### config.mk
export PLATFORM = sky130hd
export DESIGN_NAME = mem_bus_arbiter_flat
export DESIGN_NICKNAME = d
export VERILOG_FILES = /design/src/rtl/mem_bus_arbiter_if.sv /design/src/rtl/mem_bus_arbiter.sv /design/src/flat_wrapper.sv
export SDC_FILE = /design/constraint.sdc
export NUM_CORES = 1
export LEC_CHECK = 0
export BUFFER_PORTS_ARGS = -buffer_cell sky130_fd_sc_hd__buf_2
export CORE_MARGIN = 5
export CORE_UTILIZATION = 46
export DETAILED_ROUTE_END_ITERATION = 16
export PLACE_DENSITY = 0.81
export SLEW_MARGIN = 20
export SYNTH_ARGS = -nofsm -noshare
export SYNTH_HDL_FRONTEND = slang
export SYNTH_SLANG_ARGS = --single-unit
### constraint.sdc
create_clock -name clk -period 3.1 [get_ports clk]
set_clock_uncertainty 0.05 [all_clocks]
set_input_delay 0.31 -clock clk [delete_from_list [all_inputs] [get_ports clk]]
set_output_delay 0.31 -clock clk [all_outputs]
set_load 0.005 [all_outputs]
### src/rtl/mem_bus_arbiter_if.sv
// Bus bundle between the CPU/FPGA requesters, the memory port and mem_bus_arbiter.
// slave = arbiter side, master = environment (requesters + memory) side.
interface mem_bus_arbiter_if #(
  parameter int ADDR_W = 32,
  parameter int DATA_W = 32
);
  logic              cpu_req;
  logic              cpu_we;
  logic [ADDR_W-1:0] cpu_addr;
  logic [DATA_W-1:0] cpu_wdata;
  logic              cpu_ack;
  logic              cpu_err;
  logic [DATA_W-1:0] cpu_rdata;

  logic              fpga_req;
  logic              fpga_we;
  logic [ADDR_W-1:0] fpga_addr;
  logic [DATA_W-1:0] fpga_wdata;
  logic              fpga_ack;
  logic              fpga_err;
  logic [DATA_W-1:0] fpga_rdata;

  logic              mem_ren;
  logic              mem_wen;
  logic [ADDR_W-1:0] mem_addr;
  logic [DATA_W-1:0] mem_wdata;
  logic [DATA_W-1:0] mem_rdata;
  logic              mem_done;

  logic              busy;
  logic              owner;

  modport slave (
    input  cpu_req, cpu_we, cpu_addr, cpu_wdata,
    input  fpga_req, fpga_we, fpga_addr, fpga_wdata,
    input  mem_rdata, mem_done,
    output cpu_ack, cpu_err, cpu_rdata,
    output fpga_ack, fpga_err, fpga_rdata,
    output mem_ren, mem_wen, mem_addr, mem_wdata,
    output busy, owner
  );

  modport master (
    output cpu_req, cpu_we, cpu_addr, cpu_wdata,
    output fpga_req, fpga_we, fpga_addr, fpga_wdata,
    output mem_rdata, mem_done,
    input  cpu_ack, cpu_err, cpu_rdata,
    input  fpga_ack, fpga_err, fpga_rdata,
    input  mem_ren, mem_wen, mem_addr, mem_wdata,
    input  busy, owner
  );
endinterface

### src/rtl/mem_bus_arbiter.sv
// CPU/FPGA arbiter for the single data-memory port: IDLE->ISSUE->WAIT->RESP sequencer with timeout.
// ARB_ROUND_ROBIN_EN: round-robin on simultaneous requests; otherwise FPGA has fixed priority.
module mem_bus_arbiter #(
  parameter int ADDR_W  = 32,
  parameter int DATA_W  = 32,
  parameter int TIMEOUT = 15
) (
  input  logic               clk,
  input  logic               nrst,
  mem_bus_arbiter_if.slave   bus
);

  localparam int              CNT_W    = $clog2(TIMEOUT);
  localparam logic [CNT_W-1:0] CNT_LAST = CNT_W'(TIMEOUT - 1);

  typedef enum logic [1:0] {S_IDLE, S_ISSUE, S_WAIT, S_RESP} state_t;

  state_t            r_state;
  state_t            w_state_nxt;
  logic [CNT_W-1:0]  r_cnt;
  logic              r_we;
  logic              r_owner;
  logic [ADDR_W-1:0] r_mem_addr;
  logic [DATA_W-1:0] r_mem_wdata;
  logic              r_mem_ren;
  logic              r_mem_wen;
  logic              r_cpu_ack;
  logic              r_fpga_ack;
  logic              r_cpu_err;
  logic              r_fpga_err;
  logic [DATA_W-1:0] r_cpu_rdata;
  logic [DATA_W-1:0] r_fpga_rdata;
  logic              r_busy;

  logic              w_any_req;
  logic              w_grant_fpga;
  logic              w_sel_we;
  logic [ADDR_W-1:0] w_sel_addr;
  logic [DATA_W-1:0] w_sel_wdata;
  logic              w_timeout;
  logic              w_load_rdata;
  logic [DATA_W-1:0] w_resp_rdata;

  assign w_any_req = bus.cpu_req | bus.fpga_req;

`ifdef ARB_ROUND_ROBIN_EN
  // On contention serve whoever was not served last; owner resets to FPGA so CPU goes first.
  assign w_grant_fpga = (bus.cpu_req & bus.fpga_req) ? ~r_owner : bus.fpga_req;
`else
  assign w_grant_fpga = bus.fpga_req;
`endif

  assign w_sel_we    = w_grant_fpga ? bus.fpga_we    : bus.cpu_we;
  assign w_sel_addr  = w_grant_fpga ? bus.fpga_addr  : bus.cpu_addr;
  assign w_sel_wdata = w_grant_fpga ? bus.fpga_wdata : bus.cpu_wdata;

  assign w_timeout    = (r_cnt == CNT_LAST);
  // A timed-out transaction clears the owner's read data; a completed write leaves it alone.
  assign w_load_rdata = ~bus.mem_done | ~r_we;
  assign w_resp_rdata = bus.mem_done ? bus.mem_rdata : '0;

  always_ff @(posedge clk or negedge nrst) begin
    if (!nrst) r_state <= S_IDLE;
    else       r_state <= w_state_nxt;
  end

  always_comb begin
    w_state_nxt = r_state;
    case (r_state)
      S_IDLE:  if (w_any_req) w_state_nxt = S_ISSUE;
      S_ISSUE: w_state_nxt = S_WAIT;
      S_WAIT:  if (bus.mem_done || w_timeout) w_state_nxt = S_RESP;
      S_RESP:  w_state_nxt = S_IDLE;
      default: w_state_nxt = S_IDLE;
    endcase
  end

  always_ff @(posedge clk or negedge nrst) begin
    if (!nrst) begin
      r_cnt        <= '0;
      r_we         <= 1'b0;
      r_owner      <= 1'b1;
      r_mem_addr   <= '0;
      r_mem_wdata  <= '0;
      r_mem_ren    <= 1'b0;
      r_mem_wen    <= 1'b0;
      r_cpu_ack    <= 1'b0;
      r_fpga_ack   <= 1'b0;
      r_cpu_err    <= 1'b0;
      r_fpga_err   <= 1'b0;
      r_cpu_rdata  <= '0;
      r_fpga_rdata <= '0;
      r_busy       <= 1'b0;
    end else begin
      r_mem_ren  <= 1'b0;
      r_mem_wen  <= 1'b0;
      r_cpu_ack  <= 1'b0;
      r_fpga_ack <= 1'b0;
      r_cpu_err  <= 1'b0;
      r_fpga_err <= 1'b0;
      r_busy     <= (w_state_nxt != S_IDLE);
      case (r_state)
        S_IDLE: begin
          if (w_any_req) begin
            r_owner     <= w_grant_fpga;
            r_we        <= w_sel_we;
            r_mem_addr  <= w_sel_addr;
            r_mem_wdata <= w_sel_wdata;
            r_mem_ren   <= ~w_sel_we;
            r_mem_wen   <= w_sel_we;
          end
        end
        S_ISSUE: r_cnt <= '0;
        S_WAIT: begin
          if (w_state_nxt == S_WAIT) begin
            r_cnt <= r_cnt + CNT_W'(1);
          end else begin
            r_cpu_ack  <= ~r_owner;
            r_fpga_ack <= r_owner;
            r_cpu_err  <= ~r_owner & ~bus.mem_done;
            r_fpga_err <= r_owner & ~bus.mem_done;
            if (w_load_rdata) begin
              if (r_owner) r_fpga_rdata <= w_resp_rdata;
              else         r_cpu_rdata  <= w_resp_rdata;
            end
          end
        end
        default: ;
      endcase
    end
  end

  assign bus.mem_ren    = r_mem_ren;
  assign bus.mem_wen    = r_mem_wen;
  assign bus.mem_addr   = r_mem_addr;
  assign bus.mem_wdata  = r_mem_wdata;
  assign bus.cpu_ack    = r_cpu_ack;
  assign bus.cpu_err    = r_cpu_err;
  assign bus.cpu_rdata  = r_cpu_rdata;
  assign bus.fpga_ack   = r_fpga_ack;
  assign bus.fpga_err   = r_fpga_err;
  assign bus.fpga_rdata = r_fpga_rdata;
  assign bus.busy       = r_busy;
  assign bus.owner      = r_owner;

endmodule

### src/flat_wrapper.sv
// flat-port wrapper written by rule: the top's interface ports become plain ports
module mem_bus_arbiter_flat 
#(
  parameter int ADDR_W  = 32,
  parameter int DATA_W  = 32,
  parameter int TIMEOUT = 15
)
  (clk, nrst, bus_cpu_req, bus_cpu_we, bus_cpu_addr, bus_cpu_wdata, bus_fpga_req, bus_fpga_we, bus_fpga_addr, bus_fpga_wdata, bus_mem_rdata, bus_mem_done, bus_cpu_ack, bus_cpu_err, bus_cpu_rdata, bus_fpga_ack, bus_fpga_err, bus_fpga_rdata, bus_mem_ren, bus_mem_wen, bus_mem_addr, bus_mem_wdata, bus_busy, bus_owner);
  mem_bus_arbiter_if #(.ADDR_W(ADDR_W), .DATA_W(DATA_W)) bus_i ();
  input  logic clk;
  input  logic nrst;
  input wire logic [$bits(bus_i.cpu_req)-1:0] bus_cpu_req;
  input wire logic [$bits(bus_i.cpu_we)-1:0] bus_cpu_we;
  input wire logic [$bits(bus_i.cpu_addr)-1:0] bus_cpu_addr;
  input wire logic [$bits(bus_i.cpu_wdata)-1:0] bus_cpu_wdata;
  input wire logic [$bits(bus_i.fpga_req)-1:0] bus_fpga_req;
  input wire logic [$bits(bus_i.fpga_we)-1:0] bus_fpga_we;
  input wire logic [$bits(bus_i.fpga_addr)-1:0] bus_fpga_addr;
  input wire logic [$bits(bus_i.fpga_wdata)-1:0] bus_fpga_wdata;
  input wire logic [$bits(bus_i.mem_rdata)-1:0] bus_mem_rdata;
  input wire logic [$bits(bus_i.mem_done)-1:0] bus_mem_done;
  output wire logic [$bits(bus_i.cpu_ack)-1:0] bus_cpu_ack;
  output wire logic [$bits(bus_i.cpu_err)-1:0] bus_cpu_err;
  output wire logic [$bits(bus_i.cpu_rdata)-1:0] bus_cpu_rdata;
  output wire logic [$bits(bus_i.fpga_ack)-1:0] bus_fpga_ack;
  output wire logic [$bits(bus_i.fpga_err)-1:0] bus_fpga_err;
  output wire logic [$bits(bus_i.fpga_rdata)-1:0] bus_fpga_rdata;
  output wire logic [$bits(bus_i.mem_ren)-1:0] bus_mem_ren;
  output wire logic [$bits(bus_i.mem_wen)-1:0] bus_mem_wen;
  output wire logic [$bits(bus_i.mem_addr)-1:0] bus_mem_addr;
  output wire logic [$bits(bus_i.mem_wdata)-1:0] bus_mem_wdata;
  output wire logic [$bits(bus_i.busy)-1:0] bus_busy;
  output wire logic [$bits(bus_i.owner)-1:0] bus_owner;
  assign bus_i.cpu_req = bus_cpu_req;
  assign bus_i.cpu_we = bus_cpu_we;
  assign bus_i.cpu_addr = bus_cpu_addr;
  assign bus_i.cpu_wdata = bus_cpu_wdata;
  assign bus_i.fpga_req = bus_fpga_req;
  assign bus_i.fpga_we = bus_fpga_we;
  assign bus_i.fpga_addr = bus_fpga_addr;
  assign bus_i.fpga_wdata = bus_fpga_wdata;
  assign bus_i.mem_rdata = bus_mem_rdata;
  assign bus_i.mem_done = bus_mem_done;
  assign bus_cpu_ack = bus_i.cpu_ack;
  assign bus_cpu_err = bus_i.cpu_err;
  assign bus_cpu_rdata = bus_i.cpu_rdata;
  assign bus_fpga_ack = bus_i.fpga_ack;
  assign bus_fpga_err = bus_i.fpga_err;
  assign bus_fpga_rdata = bus_i.fpga_rdata;
  assign bus_mem_ren = bus_i.mem_ren;
  assign bus_mem_wen = bus_i.mem_wen;
  assign bus_mem_addr = bus_i.mem_addr;
  assign bus_mem_wdata = bus_i.mem_wdata;
  assign bus_busy = bus_i.busy;
  assign bus_owner = bus_i.owner;
  mem_bus_arbiter #(.ADDR_W(ADDR_W), .DATA_W(DATA_W), .TIMEOUT(TIMEOUT)) u_core (.clk(clk), .nrst(nrst), .bus(bus_i));
endmodule
[After elaboration in Yosys (flattened, before gate mapping)]
Index checks and enable logic that the tools add are counted.
Cells by class
  add/subtract/negate cells: 1
  eq/ne operators: 6
  multiplexer cells: 21
  bitwise gates (word level): 9
  reduce and logical (&&, ||, !) cells: 8
Operators by type and width (count)
  32-bit 2-to-1 mux: 3
  1-bit 2-to-1 mux: 13
  2-bit one-hot mux with 4 select lines: 1
  4-bit one-hot mux with 2 select lines: 1
  4-bit AND reduction: 2
  2-bit equality test, second input constant: 3
  1-bit inverter: 5
  4-bit by 1-bit adder with 4-bit output, second input constant: 1
  4-bit equality test, second input constant: 1
  2-bit 2-to-1 mux: 2
  4-bit 2-to-1 mux: 1
  2-bit AND reduction: 2
  2-bit nonzero test: 2
  1-bit bitwise AND: 2
  2-bit by 1-bit equality test with 1-bit output, second input constant: 1
  2-bit zero test: 1
  2-bit by 1-bit != test with 1-bit output, second input constant: 1
  1-bit OR: 2
  1-bit logical OR: 1
Word-level totals
  bits in registers: 143
  input port bits: 167
  output and inout bits: 136
  logic and storage cells: 60

[Longest topological paths before layout]
  depth after elaboration: 7
  gate-level depth with buffers: 8
  mapped depth without buffers: 6

[Worst setup path after synthesis]
No wires, ideal clock.
  path kind: reg2reg
  start: register u_core.r_state[0]
  end: register u_core.r_fpga_rdata[10], in the netlist u_core.bus.fpga_rdata[10]
  data arrival time: 2104 ps
  setup slack: 825 ps
  cell stages (with the launch flop): 9
  buffers on the path: 2
  period minus slack after synthesis: 2275 ps
  cells stage by stage: dfrtp_1 -> inv_1 -> ha_1 -> or4b_1 -> a2bb2oi_2 -> and3_4 -> buf_6 -> buf_6 -> a32o_1
Between the ends
  longest elaborated chain between the ends: 5
RTL lines
  start, declared: line mem_bus_arbiter.sv:18  | state_t r_state;
  start signal, assigned: line mem_bus_arbiter.sv:64  | else r_state <= w_state_nxt;
  2-bit equality test (tied with other cells): line mem_bus_arbiter.sv:69  | case (r_state)
  2-bit one-hot mux with 4 select lines (*): line mem_bus_arbiter.sv:69
  via u_core.w_state_nxt[1]: line mem_bus_arbiter.sv:19  | state_t w_state_nxt;
  2-bit equality test (*): line mem_bus_arbiter.sv:115  | if (w_state_nxt == S_WAIT) begin
  1-bit inverter (no line) (*)
  4-bit AND reduction (no line) (*)
  end signal, assigned: line mem_bus_arbiter.sv:123  | if (r_owner) r_fpga_rdata <= w_resp_rdata;
  end, declared: line mem_bus_arbiter.sv:32  | logic [DATA_W-1:0] r_fpga_rdata;
The timed path passes the listed nets; every way through them passes the cells marked *.
A chain may end at the register's enable or synchronous reset.

[Worst setup path after layout]
  start: register u_core.r_state[0]
  end: register u_core.r_cpu_rdata[0], in the netlist u_core.bus.cpu_rdata[0]
Between the ends
  longest elaborated chain between the ends: 5
RTL lines
  2-bit equality test (tied with other cells): line mem_bus_arbiter.sv:69
  2-bit one-hot mux with 4 select lines (*): line mem_bus_arbiter.sv:69
  via u_core.w_state_nxt[1]: line mem_bus_arbiter.sv:19
  2-bit equality test (*): line mem_bus_arbiter.sv:115
  1-bit inverter (no line) (*)
  4-bit AND reduction (no line) (*)
  end signal, assigned: line mem_bus_arbiter.sv:124  | else r_cpu_rdata <= w_resp_rdata;
  end, declared: line mem_bus_arbiter.sv:31  | logic [DATA_W-1:0] r_cpu_rdata;
Marks and branches as above.

==> results_dict.tcl <==
set metrics [dict create \
    outcome "finished, final reports clean" \
    grt_antenna_before_repair 0 \
    cts_max_level 4 \
    dr_total_vias 5029 \
    die_h_um 124 \
    setup_viol 0 \
    synth_ff_type "dfrtp_1" \
    boundaryPins 303 \
    dp.final_hpwl_um 12700 \
    synth-seq-cells 143 \
    routed_wl_um 17000 \
    rsz0062_at_grt "no" \
    firstDrtPassIters 5 \
    clk_latency_ns 0.41 \
    syn_avg_cell_area_um2 12.3 \
    yosys_warnings 0 \
    place_inst 925 \
    start_util_pct 47.1 \
    grt_pass1_vias 5190 \
    worstSetupPathType "reg2reg" \
    grt_pass1_wl_um 25600 \
    synthXorXnorAreaFrac_pct 0 \
    clock.fmax_mhz 374 \
    die_area_um2 15300 \
    cts_tree "yes" \
    fillers 1037 \
    utilization_pct 63.9 \
    post-route-period-util_pct 86.3 \
    synthArstFlopShare_pct 100 \
    worst_pin_slew_ns 1.06 \
    relSlewSlack_pct 29.6 \
    cp.arrival_ns 2.96 \
    path_clk_slew_ns 0.06 \
    die_w_um 124 \
    ir_drop_uv 360 \
    cts-buffers-inserted 17 \
    post_cts.repair.setup_buffers 0 \
    synthSimpleGateAreaFrac_pct 6.78 \
    ys_seq_area_share_pct 60.0 \
    postRouteAntennaNets 0 \
    gp_congestion 0.820 \
    instances_no_fill 956 \
    drt_iter0_markers 383 \
    areaGrowthSynthToFinish_pct 35.8 \
    critical_path.max_fanout 21 \
    n_antenna_cell 0 \
    synth_compound_gate_area_share_pct 17.2 \
    cts_max_path_buffers 2 \
    layout.nets 945 \
    io_buffer_count 302 \
    cts.sinks 143 \
    endpoint_kind "flip-flop" \
    worst_setup_path_start_kind "flip-flop" \
    cts-root-buf "clkbuf_16" \
    holdCritPathClass "in2reg" \
    yosys-top-cells-count "dfrtp_1, nand2_1, mux2i_1, a32o_1, o21ai_0" \
    muxShareOfSynthArea_pct 11.2 \
    grt_overflow 0 \
    powerDensity_nw_per_um2 886 \
    grt_max_degree 132 \
    synth_edf_count 0 \
    synth_nets 658 \
    drc 0 \
    yosys.area.top_type_share_pct 59.6 \
    core_area_um2 12700 \
    syn_inst 486 \
    num_rows 41 \
    finalMaxSlewViolations 0 \
    critPathRequiredTime_ns 3.39 \
    yosysMostFrequentCell "dfrtp_1" \
    hold_viol_final 0 \
    maxCapViolCount 0 \
    synth_top_cell_by_area "dfrtp_1" \
    post_drt_wl_per_cell_um 17.7 \
    yosys-top-cells-area "dfrtp_1, mux2i_1, a32o_1, o21ai_0, nand2_1" \
    grt_util_all_layers_pct 21.7 \
    period_minus_slack_ns 2.68 \
    via_per_inst 5.26 \
    power_leakage_uw 0.00437 \
    layout-drive-gt1-share_pct 43.8 \
    synth_fa_ha_area_share_pct 1.05 \
    netlist_area_um2 5960 \
    netlist-cell-type-count 30 \
    fin_setup_tns_ns 0 \
    synth_top_family_by_area "compound AO/OA/AOI/OAI gates" \
]
state kept, by name (all words and copies together) (netlist names), 2 cells and up:
| name | flops |
|---|---|
| u_core.bus.mem_addr | 32 |
| u_core.bus.cpu_rdata | 32 |
| u_core.r_cnt | 4 |
| u_core.r_state | 2 |
| u_core.bus.mem_wdata | 32 |
| u_core.bus.fpga_rdata | 32 |
critical path, cell delays in order, from the launching register on:
cell       delay, ns
dfrtp_1         0.45
inv_1           0.10
ha_1            0.35
or4b_1          0.20
a2bb2oi_2       0.33
nor3b_4         0.62
buf_6           0.28
a32o_1          0.21
metrics by stage:
stage	setup WS (ns)	power (uW)	hold WS, ns	instance area, um2
after floorplan	0.825	4280	-0.0356	5960
after global placement	0.292	5330	0.293	7580
after detailed placement	0.464	5480	0.300	7590
after CTS	0.451	7250	0.0828	8100
after global routing	0.266	7640	0.0983	8100
final	0.423	7170	0.0983	8100
logic make-up after synthesis:
kind of cell,count (synthesis)
flops,143
compound gates,136
simple gates,88
mux,67
buf+inv,47
fa+ha+maj,5
layer usage:
metal / track usage, % / share of wire (%) / vias to the layer above
met5: 0 / 0 / -
met4: 8.51 / 2.4 / 0
met3: 5.90 / 8.5 / 29
met2: 38.2 / 52 / 264
met1: 25.1 / 37 / 2365
li1: - / - / 2371
cell usage in the layout, fill, tap and decap left out, types with 2 or more instances in the layout:
| master | netlist | layout |
|---|---|---|
| o211ai_1 | 2 | 2 |
| ha_1 | 5 | 5 |
| buf_2 | 12 | 300 |
| clkinv_2 | 0 | 5 |
| buf_6 | 4 | 2 |
| o21ai_0 | 64 | 64 |
| o31ai_1 | 2 | 2 |
| dfrtp_1 | 142 | 142 |
| nor2b_1 | 4 | 3 |
| or2_2 | 2 | 2 |
| clkbuf_1 | 23 | 5 |
| nor2_1 | 2 | 2 |
| nand2_1 | 70 | 70 |
| clkbuf_16 | 0 | 17 |
| mux2i_1 | 67 | 67 |
| buf_4 | 0 | 6 |
| inv_1 | 5 | 5 |
| a32o_1 | 64 | 64 |
| nand4_1 | 2 | 2 |
repair_timing:
action / in CTS / in global routing
hold buffers: 1 / 0
resized for setup: 0 / 0
hold endpoints to repair: 66 / 0
final timing paths:
kind	startpoint	to	slack [ns]	cells after the start
max	u_core.r_state[0]	u_core.bus.cpu_rdata[0]	0.42	7
min	bus_mem_done	u_core.bus.fpga_err	0.1	2
max reg2reg	u_core.r_state[0]	u_core.bus.cpu_rdata[0]	0.42	7
min reg2reg	u_core.bus.mem_addr[8]	u_core.bus.mem_addr[8]	0.42	2
max in group asynchronous	nrst	u_core.bus.mem_addr[6]	1.75	3
min in group asynchronous	nrst	u_core.bus.cpu_rdata[8]	0.41	2
power by group:
| part | switching (uW) | total (uW) | internal, uW |
|---|---|---|---|
| clock network | 719 | 1750 | 1030 |
| logic | 1360 | 2450 | 1080 |
| registers | 401 | 2980 | 2580 |
area by class of cell:
class | instances | area (um2) | share of cell area (%)
clock inverter | 7 | 41.3 | 0.510
sequential | 143 | 3580 | 44.2
inverter | 5 | 18.8 | 0.232
timing repair buffer | 310 | 1600 | 19.7
multi-input combinational | 296 | 2190 | 27.0
clock buffer | 23 | 458 | 5.65
tap | 172 | 215 | 2.66
Note: power is estimated with default switching activity, not from simulation.
